**config.mk**
```make
export PLATFORM = sky130hd
export DESIGN_NAME = imm_extend_pipe_flat
export DESIGN_NICKNAME = d
export VERILOG_FILES = /design/src/rtl/imm_ext_pkg.sv /design/src/rtl/imm_extend_pipe_if.sv /design/src/rtl/imm_ext_core.sv /design/src/rtl/imm_extend_pipe.sv /design/src/flat_wrapper.sv
export SDC_FILE = /design/constraint.sdc
export NUM_CORES = 1
export LEC_CHECK = 0
export CAP_MARGIN = 40
export CORE_MARGIN = 1
export CORE_UTILIZATION = 25
export DETAILED_ROUTE_END_ITERATION = 7
export GPL_TIMING_DRIVEN = 0
export SYNTH_ARGS = -nofsm -noshare
export SYNTH_HDL_FRONTEND = slang
export SYNTH_SLANG_ARGS = --single-unit
```
**constraint.sdc**
```tcl
create_clock -name clk_i -period 2.3 [get_ports clk_i]
set_clock_uncertainty 0.05 [all_clocks]
set_input_delay 0.46 -clock clk_i [delete_from_list [all_inputs] [get_ports clk_i]]
set_output_delay 0.46 -clock clk_i [all_outputs]
set_load 0.01 [all_outputs]
```
**src/rtl/imm_ext_pkg.sv**
```systemverilog
// Shared types, default widths and a parameter-legality helper for the immediate extender.
package imm_ext_pkg;

  typedef enum logic [1:0] {
    EXT_ZERO    = 2'b00,
    EXT_SIGN_LO = 2'b01,
    EXT_SIGN    = 2'b10,
    EXT_SHIFT   = 2'b11
  } ext_sel_e;

  localparam int IMM_W_DEF     = 20;
  localparam int DATA_W_DEF    = 32;
  localparam int SEXT_LO_W_DEF = 16;
  localparam int SHIFT_AMT_DEF = 2;
  localparam int CNT_W_DEF     = 8;

  // True when the extended operand can hold the widest (shifted) result.
  function automatic bit widths_ok(input int imm_w, input int data_w,
                                   input int sext_lo_w, input int shift_amt);
    return (imm_w > 0) && (sext_lo_w > 0) && (sext_lo_w <= imm_w) &&
           (shift_amt >= 0) && (data_w >= imm_w + shift_amt);
  endfunction

endpackage

```
**src/rtl/imm_extend_pipe_if.sv**
```systemverilog
// Decode->execute immediate bus: input handshake, output handshake and debug status.
interface imm_extend_pipe_if
  import imm_ext_pkg::*;
#(
  parameter int IMM_W  = IMM_W_DEF,
  parameter int DATA_W = DATA_W_DEF,
  parameter int CNT_W  = CNT_W_DEF
);
  logic              in_valid_i;
  logic              in_ready_o;
  logic [1:0]        ext_sel_i;
  logic [IMM_W-1:0]  imm_i;
  logic              out_valid_o;
  logic              out_ready_i;
  logic [DATA_W-1:0] imm_ext_o;
  logic              illegal_o;
  logic [CNT_W-1:0]  illegal_cnt_o;

  modport master (
    output in_valid_i, ext_sel_i, imm_i, out_ready_i,
    input  in_ready_o, out_valid_o, imm_ext_o, illegal_o, illegal_cnt_o
  );

  modport slave (
    input  in_valid_i, ext_sel_i, imm_i, out_ready_i,
    output in_ready_o, out_valid_o, imm_ext_o, illegal_o, illegal_cnt_o
  );
endinterface

```
**src/rtl/imm_ext_core.sv**
```systemverilog
// Combinational mode decode and extension of the immediate field.
// Mode 11 behaviour depends on IMM_EXT_SHIFT_MODE_EN (shifted sign-extend when defined, illegal otherwise).
module imm_ext_core
  import imm_ext_pkg::*;
#(
  parameter int IMM_W     = IMM_W_DEF,
  parameter int DATA_W    = DATA_W_DEF,
  parameter int SEXT_LO_W = SEXT_LO_W_DEF,
  parameter int SHIFT_AMT = SHIFT_AMT_DEF
) (
  input  logic [IMM_W-1:0]  imm_i,
  input  ext_sel_e          sel_i,
  output logic [DATA_W-1:0] ext_o,
  output logic              illegal_o
);

  if (!widths_ok(IMM_W, DATA_W, SEXT_LO_W, SHIFT_AMT)) begin : g_bad_widths
    $error("imm_ext_core: illegal IMM_W/DATA_W/SEXT_LO_W/SHIFT_AMT combination");
  end

  logic signed [SEXT_LO_W-1:0] imm_lo;
  logic signed [IMM_W-1:0]     imm_s;

  assign imm_lo = imm_i[SEXT_LO_W-1:0];
  assign imm_s  = imm_i;

  always_comb begin
    ext_o     = '0;
    illegal_o = 1'b0;
    case (sel_i)
      EXT_ZERO:    ext_o = DATA_W'(imm_i);
      EXT_SIGN_LO: ext_o = DATA_W'(imm_lo);
      EXT_SIGN:    ext_o = DATA_W'(imm_s);
      EXT_SHIFT: begin
`ifdef IMM_EXT_SHIFT_MODE_EN
        ext_o = DATA_W'(imm_s) << SHIFT_AMT;
`else
        illegal_o = 1'b1;
`endif
      end
      default: illegal_o = 1'b1;
    endcase
  end

endmodule

```
**src/rtl/imm_extend_pipe.sv**
```systemverilog
// Registered immediate extender with a one-entry skid buffer and saturating illegal-mode counter.
// Build option IMM_EXT_SHIFT_MODE_EN enables mode 11 (see imm_ext_core).
module imm_extend_pipe
  import imm_ext_pkg::*;
#(
  parameter int IMM_W     = IMM_W_DEF,
  parameter int DATA_W    = DATA_W_DEF,
  parameter int SEXT_LO_W = SEXT_LO_W_DEF,
  parameter int SHIFT_AMT = SHIFT_AMT_DEF,
  parameter int CNT_W     = CNT_W_DEF
) (
  input  logic              clk_i,
  input  logic              rst_i,
  imm_extend_pipe_if.slave  bus
);

  logic [DATA_W-1:0] ext_c;
  logic              ill_c;
  logic              in_xfer;

  logic              out_vld_q, out_vld_d;
  logic [DATA_W-1:0] out_data_q, out_data_d;
  logic              out_ill_q, out_ill_d;
  logic              skid_vld_q, skid_vld_d;
  logic [DATA_W-1:0] skid_data_q, skid_data_d;
  logic              skid_ill_q, skid_ill_d;
  logic [CNT_W-1:0]  cnt_q, cnt_d;

  imm_ext_core #(
    .IMM_W    (IMM_W),
    .DATA_W   (DATA_W),
    .SEXT_LO_W(SEXT_LO_W),
    .SHIFT_AMT(SHIFT_AMT)
  ) u_core (
    .imm_i    (bus.imm_i),
    .sel_i    (ext_sel_e'(bus.ext_sel_i)),
    .ext_o    (ext_c),
    .illegal_o(ill_c)
  );

  // Ready comes straight from the skid flag so upstream never sees out_ready_i combinationally.
  assign in_xfer = bus.in_valid_i & ~skid_vld_q;

  always_comb begin
    out_vld_d   = out_vld_q;
    out_data_d  = out_data_q;
    out_ill_d   = out_ill_q;
    skid_vld_d  = skid_vld_q;
    skid_data_d = skid_data_q;
    skid_ill_d  = skid_ill_q;
    cnt_d       = cnt_q;

    if (skid_vld_q) begin
      // Skid only fills while the output is stalled, so out_vld_q is already 1 here.
      if (bus.out_ready_i) begin
        out_data_d = skid_data_q;
        out_ill_d  = skid_ill_q;
        skid_vld_d = 1'b0;
      end
    end else if (!out_vld_q || bus.out_ready_i) begin
      out_vld_d = in_xfer;
      if (in_xfer) begin
        out_data_d = ext_c;
        out_ill_d  = ill_c;
      end
    end else if (in_xfer) begin
      skid_vld_d  = 1'b1;
      skid_data_d = ext_c;
      skid_ill_d  = ill_c;
    end

    if (in_xfer && ill_c && (cnt_q != {CNT_W{1'b1}})) begin
      cnt_d = cnt_q + 1'b1;
    end
  end

  always_ff @(posedge clk_i or posedge rst_i) begin
    if (rst_i) begin
      out_vld_q   <= 1'b0;
      out_data_q  <= '0;
      out_ill_q   <= 1'b0;
      skid_vld_q  <= 1'b0;
      skid_data_q <= '0;
      skid_ill_q  <= 1'b0;
      cnt_q       <= '0;
    end else begin
      out_vld_q   <= out_vld_d;
      out_data_q  <= out_data_d;
      out_ill_q   <= out_ill_d;
      skid_vld_q  <= skid_vld_d;
      skid_data_q <= skid_data_d;
      skid_ill_q  <= skid_ill_d;
      cnt_q       <= cnt_d;
    end
  end

  assign bus.in_ready_o    = ~skid_vld_q;
  assign bus.out_valid_o   = out_vld_q;
  assign bus.imm_ext_o     = out_data_q;
  assign bus.illegal_o     = out_ill_q;
  assign bus.illegal_cnt_o = cnt_q;

endmodule

```
**src/flat_wrapper.sv**
```systemverilog
// flat-port wrapper written by rule: the top's interface ports become plain ports
module imm_extend_pipe_flat import imm_ext_pkg::*;
#(
  parameter int IMM_W     = IMM_W_DEF,
  parameter int DATA_W    = DATA_W_DEF,
  parameter int SEXT_LO_W = SEXT_LO_W_DEF,
  parameter int SHIFT_AMT = SHIFT_AMT_DEF,
  parameter int CNT_W     = CNT_W_DEF
)
  (clk_i, rst_i, bus_in_valid_i, bus_ext_sel_i, bus_imm_i, bus_out_ready_i, bus_in_ready_o, bus_out_valid_o, bus_imm_ext_o, bus_illegal_o, bus_illegal_cnt_o);
  imm_extend_pipe_if #(.IMM_W(IMM_W), .DATA_W(DATA_W), .CNT_W(CNT_W)) bus_i ();
  input  logic clk_i;
  input  logic rst_i;
  input wire logic [$bits(bus_i.in_valid_i)-1:0] bus_in_valid_i;
  input wire logic [$bits(bus_i.ext_sel_i)-1:0] bus_ext_sel_i;
  input wire logic [$bits(bus_i.imm_i)-1:0] bus_imm_i;
  input wire logic [$bits(bus_i.out_ready_i)-1:0] bus_out_ready_i;
  output wire logic [$bits(bus_i.in_ready_o)-1:0] bus_in_ready_o;
  output wire logic [$bits(bus_i.out_valid_o)-1:0] bus_out_valid_o;
  output wire logic [$bits(bus_i.imm_ext_o)-1:0] bus_imm_ext_o;
  output wire logic [$bits(bus_i.illegal_o)-1:0] bus_illegal_o;
  output wire logic [$bits(bus_i.illegal_cnt_o)-1:0] bus_illegal_cnt_o;
  assign bus_i.in_valid_i = bus_in_valid_i;
  assign bus_i.ext_sel_i = bus_ext_sel_i;
  assign bus_i.imm_i = bus_imm_i;
  assign bus_i.out_ready_i = bus_out_ready_i;
  assign bus_in_ready_o = bus_i.in_ready_o;
  assign bus_out_valid_o = bus_i.out_valid_o;
  assign bus_imm_ext_o = bus_i.imm_ext_o;
  assign bus_illegal_o = bus_i.illegal_o;
  assign bus_illegal_cnt_o = bus_i.illegal_cnt_o;
  imm_extend_pipe #(.IMM_W(IMM_W), .DATA_W(DATA_W), .SEXT_LO_W(SEXT_LO_W), .SHIFT_AMT(SHIFT_AMT), .CNT_W(CNT_W)) u_core (.clk_i(clk_i), .rst_i(rst_i), .bus(bus_i));
endmodule
```
# Yosys cells after proc, flatten, opt, wreduce, memory -nomap -nowiden

Cells that the tools add are included.

Register bits: 76
Input port bits: 26
Output and inout bits: 43
Word-level logic and storage cells: 40

Add/subtract/negate cells: 1
Equal/unequal tests: 5
Mux-type cells: 14
Bitwise operators: 3
Reduce and logical (&&, ||, !) cells: 10

Operators with widths:

| kind                                                | number |
|---|---|
| two-way mux 32 bit                                  | 4 |
| one-hot mux 32 bit (3 select lines)                 | 1 |
| two-way mux 1 bit                                   | 9 |
| adder 8 x 1 -> 8 bit, second input constant         | 1 |
| inequality test 8 bit, second input constant        | 1 |
| AND reduction 3 bit                                 | 2 |
| equality test 2 bit, second input constant          | 2 |
| nonzero test 2 bit                                  | 2 |
| equality test 2 x 1 -> 1 bit, second input constant | 1 |
| logical AND 1 bit                                   | 2 |
| zero test 2 bit                                     | 1 |
| inequality test 2 bit, second input constant        | 1 |
| inverter 1 bit                                      | 2 |
| AND reduction 2 bit                                 | 1 |
| AND 1 bit                                           | 1 |
| zero test 1 bit                                     | 1 |
| logical OR 1 bit                                    | 1 |

# Logic depth before layout (Yosys ltp)

Depth in word-level cells: 5
Depth in mapped cells: 6
Gate-level depth less buffers: 4

# Hierarchy

A second synthesis with hierarchy kept.

Cell total of the unflattened synthesis: 271
Area total of the unflattened synthesis: 3,816.2 um^2

By module, submodules not included:

| module          | instances | cells each | area each (um^2) | seq. area each (um^2) |
|---|---|---|---|---|
| imm_extend_pipe | 1         | 230        | 3,535.9          | 1,901.8 |
| imm_ext_core    | 1         | 41         | 280.3            | 0.0 |

# Worst setup path after synthesis

Ideal clock, no wire load.

Kind: register to register
From: register u_core.cnt_q[0], in the netlist u_core.bus.illegal_cnt_o[0]
To: register u_core.cnt_q[1], in the netlist u_core.bus.illegal_cnt_o[1]
Library setup time: 0.128 ns
Arrival time: 1.393 ns
Required time: 2.122 ns
Path slack: 0.729 ns
Stages on the path, launching flop included: 5
Path buffers: 0
Period minus slack after synthesis: 1.571 ns
Cells stage by stage: dfrtp_1 ha_1 and3_1 a21o_1 mux2_1

Word-level cells in the longest chain between the ends: 2
Elaborated cells on any way between the ends: 3
Those cells by class: add/sub (1); eq/ne (1); reduce/logical (1)

Ends and longest elaborated chain:

| item                                                         | RTL line              | source |
|---|---|---|
| start, declared                                              | imm_extend_pipe.sv:27 | `logic [CNT_W-1:0] cnt_q, cnt_d;` |
| start signal, assigned                                       | imm_extend_pipe.sv:93 | `cnt_q <= cnt_d;` |
| branches (longest 2 deep; another with adder 8 x 1 -> 8 bit) | -                     |  |

Parallel ways; which one is timed is not known.
A chain may end at the register's enable or synchronous reset.

# Worst setup path in the final report

From: register u_core.skid_vld_q
To: output bus_in_ready_o

Word-level cells in the longest chain between the ends: 1

Ends and longest elaborated chain:

| item                            | RTL line              | source |
|---|---|---|
| start, declared                 | imm_extend_pipe.sv:24 | `logic skid_vld_q, skid_vld_d;` |
| start signal, assigned          | imm_extend_pipe.sv:90 | `skid_vld_q <= skid_vld_d;` |
| inverter 1 bit (no source line) | -                     |  |
| end, declared                   | flat_wrapper.sv:18    | `output wire logic [$bits(bus_i.in_ready_o)-1:0] bus_in_ready_o;` |

Every way passes these cells.

==> flow_summary.json <==
{
  "outcome": "completed",
  "dr_iter_0_viols": 90,
  "setup.worst_path.start_class": "register",
  "via_count": 2119,
  "drt-vias-per-instance": 4.33,
  "ys.flop_type": "sky130_fd_sc_hd__dfrtp_1",
  "final-hold-violation-count": 0,
  "worstPathBufferInverterCount": 3,
  "synthTopCellsByArea": "sky130_fd_sc_hd__dfrtp_1, sky130_fd_sc_hd__mux2i_1, sky130_fd_sc_hd__nand2_1",
  "irDropWorstVdd_uv": 412,
  "grt_max_degree": 35,
  "grt_antenna_before_repair": 0,
  "remaining_drc_errors": 0,
  "fill_cells": 1068,
  "timing.max_cap.violations": 0,
  "final_core_util_pct": 35.3,
  "ranking_of_synthesized_cells_by_instance_count": "sky130_fd_sc_hd__dfrtp_1, sky130_fd_sc_hd__nand2_1, sky130_fd_sc_hd__inv_1",
  "r2r-start": "u_core.bus.illegal_cnt_o[0]",
  "initial_utilization_pct": 26.1,
  "dieHeight_microns": 106,
  "design.final.nets": 379,
  "synth_edf_count": 0,
  "period_share_pct": 94.4,
  "required_ns": 1.79,
  "netlist_area_before_placement_sq_um": 2720,
  "via_count_of_the_first_global_routing_pass": 2071,
  "ctsHoldBuffers": 0,
  "cellLeakagePower_nw": 1.66,
  "ctsHtreeMaxLevel": 2,
  "instances_no_fill": 489,
  "critical_path_class": "reg2out",
  "timing.hold.ws_ns": 0.427,
  "highest_cell_delay_on_the_worst_timing_path_ns": 0.60,
  "synthesis.instances": 278,
  "max_freq_mhz": 460,
  "worst_path_max_delay_cell": "sky130_fd_sc_hd__clkdlybuf4s50_1",
  "cts_buffer_depth": 2,
  "place_worst_setup_slack_ns": 0.234,
  "top_level_ports": 69,
  "yosys.cell_count.top_type": "sky130_fd_sc_hd__dfrtp_1",
  "rsz0062_at_grt": "false",
  "yosys_register_bits": 54,
  "yosys.area.top_type_share_pct": 49.7,
  "synthDistinctLibCells": 41,
  "die_w_microns": 106,
  "rows": 37,
  "tritoncts": "yes",
  "cp_data_arrival_time_ns": 1.66,
  "gp_routability_congestion": 0.734,
  "insertion_delay_ns": 0.31,
  "floorplan.die_area_sq_um": 11300,
  "pin_slew_with_the_least_headroom_to_its_limit_ns": 0.488,
  "syn_avg_cell_area_sq_um": 9.78,
  "wl_cell_microns": 13.1,
  "postLayoutSetupSlackWorst_ns": 0.128,
  "numPlacedInstances": 482,
  "net_count_after_synthesis": 305,
  "timing.final.max_slew_violations": 0,
  "place.port_buffers": 67,
  "slew-limit-headroom_pct": 67.4,
  "antenna_violating_nets_post_route": 0,
  "clock_period_minus_final_worst_setup_slack_ns": 2.17,
  "final_layout_size_suffix_gt1_share_pct": 11.3,
  "worst-path-max-fanout": 19,
  "timing.final.setup_violations": 0,
  "synth-async-reset-ratio_pct": 100,
  "number_of_antenna_cells_inserted": 0,
  "wirelength_routed_mm": 6.39,
  "clk_pin_slew_worst_paths_ns": 0.10,
  "drt_first_pass_iters": 6,
  "worstSetupEndpointType": "output port",
  "worst_setup_path_startpoint": "u_core.skid_vld_q",
  "cellPowerDensity_nw_per_um2": 921,
  "globalRouteTotalUtil_pct": 12.0,
  "final_cell_area_sq_um": 3670,
  "place.detailed.hpwl_mm": 4.70,
  "synth_top_cell_by_area": "sky130_fd_sc_hd__dfrtp_1",
  "global_route.overflow_total": 0,
  "ys_warn_count": 0,
  "worst_hold_path_type": "in2async",
  "synth_seq_area_share_pct": 49.7,
  "core_region_area_sq_um": 10400,
  "flow.area_growth_from_synthesis_pct": 35.2,
  "cpLargestDelayFamily": "buffers and inverters",
  "place_area_sq_um": 3580,
  "cts_num_sinks": 54,
  "grt_pass1_wl_mm": 10.6,
  "worstPathCellList": "buf_2 -> clkinv_2 -> clkdlybuf4s50_1",
  "tritoncts.num_buffers": 5,
  "clock-root-buffer": "sky130_fd_sc_hd__clkbuf_8",
  "post-cts-setup-buffer-count": 0
}
==> metal layers <==
metal  vias up  global-route usage [%]  routed length, microns
met5         -                       0                       0
met4         0                    3.27                      68
met3         4                    3.19                     372
met2        60                    19.3                    2960
met1       989                    15.9                    2990
li1       1066                       -                       -
==> report_power, final <==
part | internal [mW] | switching, mW | leakage (nW)
clock network | 0.249 | 0.339 | 0.0478
logic | 0.789 | 0.569 | 0.933
registers | 1.24 | 0.203 | 0.679
==> flip-flops by register name, indices dropped and copies added, names as in the netlist <==
signal                    flops
u_core.bus.illegal_cnt_o      8
u_core.bus.illegal_o          1
u_core.bus.imm_ext_o         21
u_core.bus.out_valid_o        1
u_core.skid_data_q           21
u_core.skid_ill_q             1
u_core.skid_vld_q             1
==> timing repair <==
item,4_1_cts,5_1_grt
setup endpoints to repair,1,1
gates resized for setup,0,1
gates cloned,0,0
==> cell families after synthesis <==
logic type                 after synthesis  share of synthesized area, %
muxes                                   24                          9.02
buffers and inverters                   52                          9.71
adders and majority gates                1                         0.460
AOI/OAI and AO/OA                       53                          12.5
DFF                                     54                          49.7
xor gates and xnor gates                 5                          1.61
and+or+nand+nor                         89                          17.0
==> path summary, 6_finish.rpt <==
path,to,slack (ns),cells after the start
setup reg to reg,u_core.bus.illegal_cnt_o[1],0.68,4
setup / recovery,bus_in_ready_o,0.13,3
hold / removal,u_core.bus.imm_ext_o[4],0.43,2
min in group clk_i,u_core.skid_data_q[14],0.43,2
hold reg to reg,u_core.skid_data_q[14],0.43,2
max in group asynchronous,u_core.skid_vld_q,1.21,3
==> per-stage QoR <==
stage | TNS, ns | total power, mW
after global routing | 0 | 3.62
after detailed placement | 0 | 2.85
final | 0 | 3.39
after global placement | -34.68 | 2.80
after CTS | 0 | 3.44
after floorplan | 0 | 2.13
==> cells in the final DEF (no fill, tap or decap), types with 3 or more instances in the layout <==
master | Yosys | final
sky130_fd_sc_hd__a31oi_1 | 15 | 15
sky130_fd_sc_hd__and2_1 | 15 | 15
sky130_fd_sc_hd__buf_2 | 9 | 8
sky130_fd_sc_hd__buf_4 | 13 | 13
sky130_fd_sc_hd__clkbuf_1 | 4 | 4
sky130_fd_sc_hd__clkbuf_8 | 0 | 6
sky130_fd_sc_hd__clkdlybuf4s50_1 | 0 | 67
sky130_fd_sc_hd__dfrtp_1 | 54 | 54
sky130_fd_sc_hd__inv_1 | 22 | 21
sky130_fd_sc_hd__mux2i_1 | 20 | 20
sky130_fd_sc_hd__nand2_1 | 44 | 44
sky130_fd_sc_hd__nand2b_1 | 5 | 5
sky130_fd_sc_hd__nand3_1 | 3 | 3
sky130_fd_sc_hd__nor2_1 | 7 | 7
sky130_fd_sc_hd__nor2b_1 | 4 | 4
sky130_fd_sc_hd__o21ai_0 | 14 | 14
sky130_fd_sc_hd__o21ai_1 | 11 | 11
sky130_fd_sc_hd__o31ai_1 | 5 | 5
sky130_fd_sc_hd__xor2_1 | 3 | 3
==> layout make-up <==
type,instances,area [sq um],share of cell area [%]
Buffer,28,173,4.70
Clock inverter,2,16.3,0.443
Multi-Input combinational cell,172,1100,30.0
Sequential cell,54,1350,36.8
Timing Repair Buffer,68,691,18.8
Tap cell,136,170,4.63
Inverter,23,87.6,2.38
Clock buffer,6,82.6,2.25
Note: power is estimated with default switching activity, not from simulation.
